### config.mk
export PLATFORM = sky130hd
export DESIGN_NAME = mem_arbiter
export DESIGN_NICKNAME = d
export VERILOG_FILES = /design/src/rtl/mem_arbiter.sv
export SDC_FILE = /design/constraint.sdc
export NUM_CORES = 1
export LEC_CHECK = 0
export CAP_MARGIN = 10
export CORE_AREA = 2 2 104 106
export CTS_BUF_LIST = sky130_fd_sc_hd__clkbuf_8
export CTS_CLUSTER_SIZE = 16
export DETAILED_ROUTE_END_ITERATION = 8
export DIE_AREA = 0 0 106 108
export PLACE_DENSITY = 0.71
export SLEW_MARGIN = 20
export SYNTH_ARGS = -nofsm -noshare
export SYNTH_HDL_FRONTEND = slang
export SYNTH_SLANG_ARGS = --single-unit
### constraint.sdc
create_clock -name CLK -period 2.6 [get_ports CLK]
set_clock_uncertainty 0.05 [all_clocks]
set_input_delay 0.26 -clock CLK [delete_from_list [all_inputs] [get_ports CLK]]
set_output_delay 0.26 -clock CLK [all_outputs]
set_load 0.02 [all_outputs]
### src/rtl/mem_arbiter.sv
// mem_arbiter: two-port (icache/dcache) arbiter onto a single word RAM with dcache priority and icache starvation guard
//   CLK/RST            clock, async active-high reset
//   iREN/iaddr         icache read request/address; iwait/iload response
//   dREN/dWEN/daddr    dcache request/address, dstore write data; dwait/dload response
//   ramREN/ramWEN      RAM strobes, ramaddr/ramstore to RAM, ramload/ramstate from RAM
//   err                sticky: RAM reported ERROR during an active grant
module mem_arbiter #(
  parameter int STARVE_LIMIT = 4
) (
  input  logic        CLK,
  input  logic        RST,
  input  logic        iREN,
  input  logic [31:0] iaddr,
  output logic        iwait,
  output logic [31:0] iload,
  input  logic        dREN,
  input  logic        dWEN,
  input  logic [31:0] daddr,
  input  logic [31:0] dstore,
  output logic        dwait,
  output logic [31:0] dload,
  output logic        ramREN,
  output logic        ramWEN,
  output logic [31:0] ramaddr,
  output logic [31:0] ramstore,
  input  logic [31:0] ramload,
  input  logic [1:0]  ramstate,
  output logic        err
);
  localparam int CW = $clog2(STARVE_LIMIT + 1);
  typedef enum logic [1:0] {IDLE, DGNT, IGNT} state_t;
  state_t state_q, state_d;
  logic [CW-1:0] cnt_q, cnt_d;
  logic err_q, err_d;
  logic dreq, dact, iact, acc;
  always_comb begin
    dreq = dREN | dWEN;
    dact = state_q == DGNT && dreq;
    iact = state_q == IGNT && iREN;
    acc = ramstate == 2'b10;
    cnt_d = (!iREN || (iact && acc)) ? '0
          : (dact && acc && cnt_q != CW'(STARVE_LIMIT)) ? cnt_q + 1'b1 : cnt_q;
    // arbitration sees the count including this cycle's completion, so the limit-th dcache word hands over at once
    state_d = ((dact || iact) && !acc) ? state_q
            : (dreq && !(iREN && cnt_d == CW'(STARVE_LIMIT))) ? DGNT
            : iREN ? IGNT : IDLE;
    err_d = err_q | ((dact || iact) && ramstate == 2'b11);
    ramWEN = dact && dWEN;
    ramREN = (dact && !dWEN) || iact;
    ramaddr = dact ? daddr : iact ? iaddr : '0;
    ramstore = ramWEN ? dstore : '0;
    dwait = !(dact && acc);
    iwait = !(iact && acc);
    dload = (dact && acc && !dWEN) ? ramload : '0;
    iload = (iact && acc) ? ramload : '0;
  end
  always_ff @(posedge CLK or posedge RST) begin
    if (RST) begin
      state_q <= IDLE;
      cnt_q <= '0;
      err_q <= 1'b0;
    end else begin
      state_q <= state_d;
      cnt_q <= cnt_d;
      err_q <= err_d;
    end
  end
  assign err = err_q;
endmodule

==> metrics.cfg, run 1 <==
[global_route]
grt_pass1_wl_um=12500
grt_pass1_vias=2340
grt-ovfl-total=0
grt_use_total=0.135
grt_max_degree=37
antenna_found_initial=0

[final_layout]
final_cell_count_no_fill=597
mostFrequentLayoutCell=clkdlybuf4s50_1
area_growth_pct=216
final_cell_mix=233 x clkdlybuf4s50_1, 65 x and2_1, 34 x dlymetal6s2s_1, 32 x a22o_1, 30 x and3_1
finish.utilization=0.436
diodes=0
nets=600
multi_input_area_um2=1170
drive_gt1_frac=0.0607
ff_latch_area_um2=150
n_fill_cell=980

[pwr]
combPwrFrac=0.861
internal_power_mw=1.08
peakVddDrop_v=0.000282
p_leak_nw=2.37
swShare=0.434
seq_power_share=0.066
powerDensity_nw_per_um2=426
clkPwrFrac=0.073
p_switching_mw=0.826

[synth]
synth-adder-area-share=0.0177
synth_edf_count=0
syn_inst=196
synth.avg_cell_area_um2=7.20
synth-seq-cells=6
synth_warnings=0
synth_top_family_by_area=simple AND/OR/NAND/NOR gates
async_flop_share=1.00
synth_flop_cell=dfrtp_1
synth-xor-area-share=0.00621
ys_seq_area_frac=0.106
muxShareOfSynthArea=0.00709
synth-simple-area-share=0.523
synth.distinct_cells=32
synth_compound_area_frac=0.265
syn_nets=333
synth_area_um2=1410

[setup_path]
r2r-start=cnt_q[0]
cp.depth=7
crit_chain=clkdlybuf4s50_1 > nand2b_1 > buf_4 > nor2_1 > buf_12 > and2_1 > clkdlybuf4s50_1
r2r-end=state_q[0]
critical_path.endpoint=iload[11]
worst-endpoint-required_ns=2.29
path_buf_inv=4
cp_max_fo=33
worstSetupStartpointType=input port
path_delay_family=buffers and inverters
end_kind=output pin
worst_ep_arrival_time_ns=2.18
ff2ff_setup_slack_ns=0.57
r2r_cells=6
criticalPathCategory=in2out
crit_top_cell=clkdlybuf4s50_1
slowest_delay_ns=0.62
crit_path_start=ramstate[1]
critPathSlowestCell=clkdlybuf4s50_1

[outcome]
status=finished, final reports clean

[floorplan]
rows=37
die_x_um=106
initial_utilization=0.138
num_io_pins=268
core-area_um2=10200
die_h_um=108
die_area_um2=11400

[clock_tree]
cts-hold-fix-buffers=0
post_cts_buffers=0
cts_root_buffer=clkbuf_8
clk_pin_slew_ns=0.04
cts_sinks=6
cts_tree=done
h-tree-depth=1
clk_latency_ns=0.22
cts_buffers=3
cts.path.max_buffers=2

[placed_design]
place_inst=594
dpl.hpwl_um=7580
gp_congestion=0.838
port_buffers=267

[sta]
worstMarginPinSlew_ns=0.412
finalHoldViolations=0
rsz0062_at_grt=no
slew_viol_final=0
fin_crit_ns=2.49
period_share=0.957
fmax_mhz=402
tns_ns=0
finalSetupViolCount=0
slew_headroom=0.725

[route]
ant_nets=0
drt_iter0_markers=131
firstDrtPassIters=4
route.detailed.drc=0
vias=2483
viasPerCell=4.16
routed_wl_um=9000
wl_per_cell_um=15.1

[hold_path]
hp-class=in2async

[run]
cap_violations=0

-- flip-flops by register name, summed over array words and instances (netlist names) --
register  flops
cnt_q         3
err           1
state_q       2
-- cell type report --
| type | count | share of cell area |
|---|---|---|
| clock buffer | 3 | 0.00926 |
| inverter | 7 | 0.00589 |
| timing repair buffer | 281 | 0.650 |
| sequential | 6 | 0.0337 |
| tap | 136 | 0.0382 |
| multi-input combinational | 164 | 0.263 |
-- worst min-delay path by stage --
| stage | endpoint | slack (ns) | depth (start not counted) |
|---|---|---|---|
| after global routing | cnt_q[0] | 0.27 | 2 |
| after floorplan | cnt_q[0] | 0.001 | 1 |
| after CTS | cnt_q[1] | 0.25 | 2 |
| final | cnt_q[0] | 0.23 | 2 |
| after global placement | err | 0.41 | 1 |
| after detailed placement | err | 0.41 | 1 |
-- worst reg2reg max path: stages (launching register included) --
cell and delay, ns:
dfrtp_1 0.41, inv_1 0.06, ha_1 0.24, a2111oi_4 0.49, o211ai_1 0.15, o311a_1 0.16
or3_1 0.34
-- timing repair --
| item | in CTS | in global routing |
|---|---|---|
| gates resized for setup | 0 | 36 |
| endpoints found under the hold margin | 0 | 0 |
| setup endpoints to repair | 0 | 44 |
-- logic make-up (layout without fill, tap and decap cells) --
group / after synthesis / after routing
simple gates: 118 / 118
compound gates: 42 / 42
buf+inv: 26 / 291
flops: 6 / 6
fa+ha+maj: 2 / 2
xor+xnor: 1 / 1
mux: 1 / 1
-- per-stage QoR --
stage                     power [mW]  instance area [µm²]  hold slack [ns]  worst slack [ns]
after global routing            2.02                 4460            0.271            0.0120
after detailed placement        1.77                 4320            0.413            0.0245
final                           1.90                 4460            0.227             0.111
after floorplan                0.903                 1410         0.000959             0.692
after global placement          1.76                 4320            0.407            0.0550
after CTS                       1.92                 4360            0.246           0.00674
-- Yosys cell counts, types with 2 or more instances --
master     n  area [µm²]
clkbuf_1  18        67.6
and3_1    30         188
nor2_1     7        26.3
and2_1    65         407
inv_1      7        26.3
dfrtp_1    6         150
ha_1       2        25.0
a22o_1    32         280
nand2b_1   2        12.5
nor2b_1    3        18.8
and3_2     3        22.5
-- routing by layer --
metal | GRT usage | part of all wire | up-vias
met5 | 0 | 0 | -
met3 | 0.0356 | 0.076 | 6
met2 | 0.273 | 0.55 | 116
met1 | 0.144 | 0.36 | 1138
li1 | - | - | 1223
met4 | 0.0169 | 0.0059 | 0
-- power by group through the flow --
| stage | clock network, mW | registers, mW | logic (mW) |
|---|---|---|---|
| global placement | 0 | 0.126 | 1.63 |
| CTS | 0.145 | 0.126 | 1.65 |
| detailed placement | 0 | 0.127 | 1.65 |
| global route | 0.148 | 0.129 | 1.74 |
| floorplan | 0 | 0.124 | 0.779 |
| finish | 0.139 | 0.126 | 1.64 |
No activity file was read; power rests on OpenSTA's default activity.
==> run 2: changes to the inputs <==
SLEW_MARGIN = 25   (was 20)
==> results of run 2 <==
No change in the layout: final DEF, timing and power equal those of run 1.
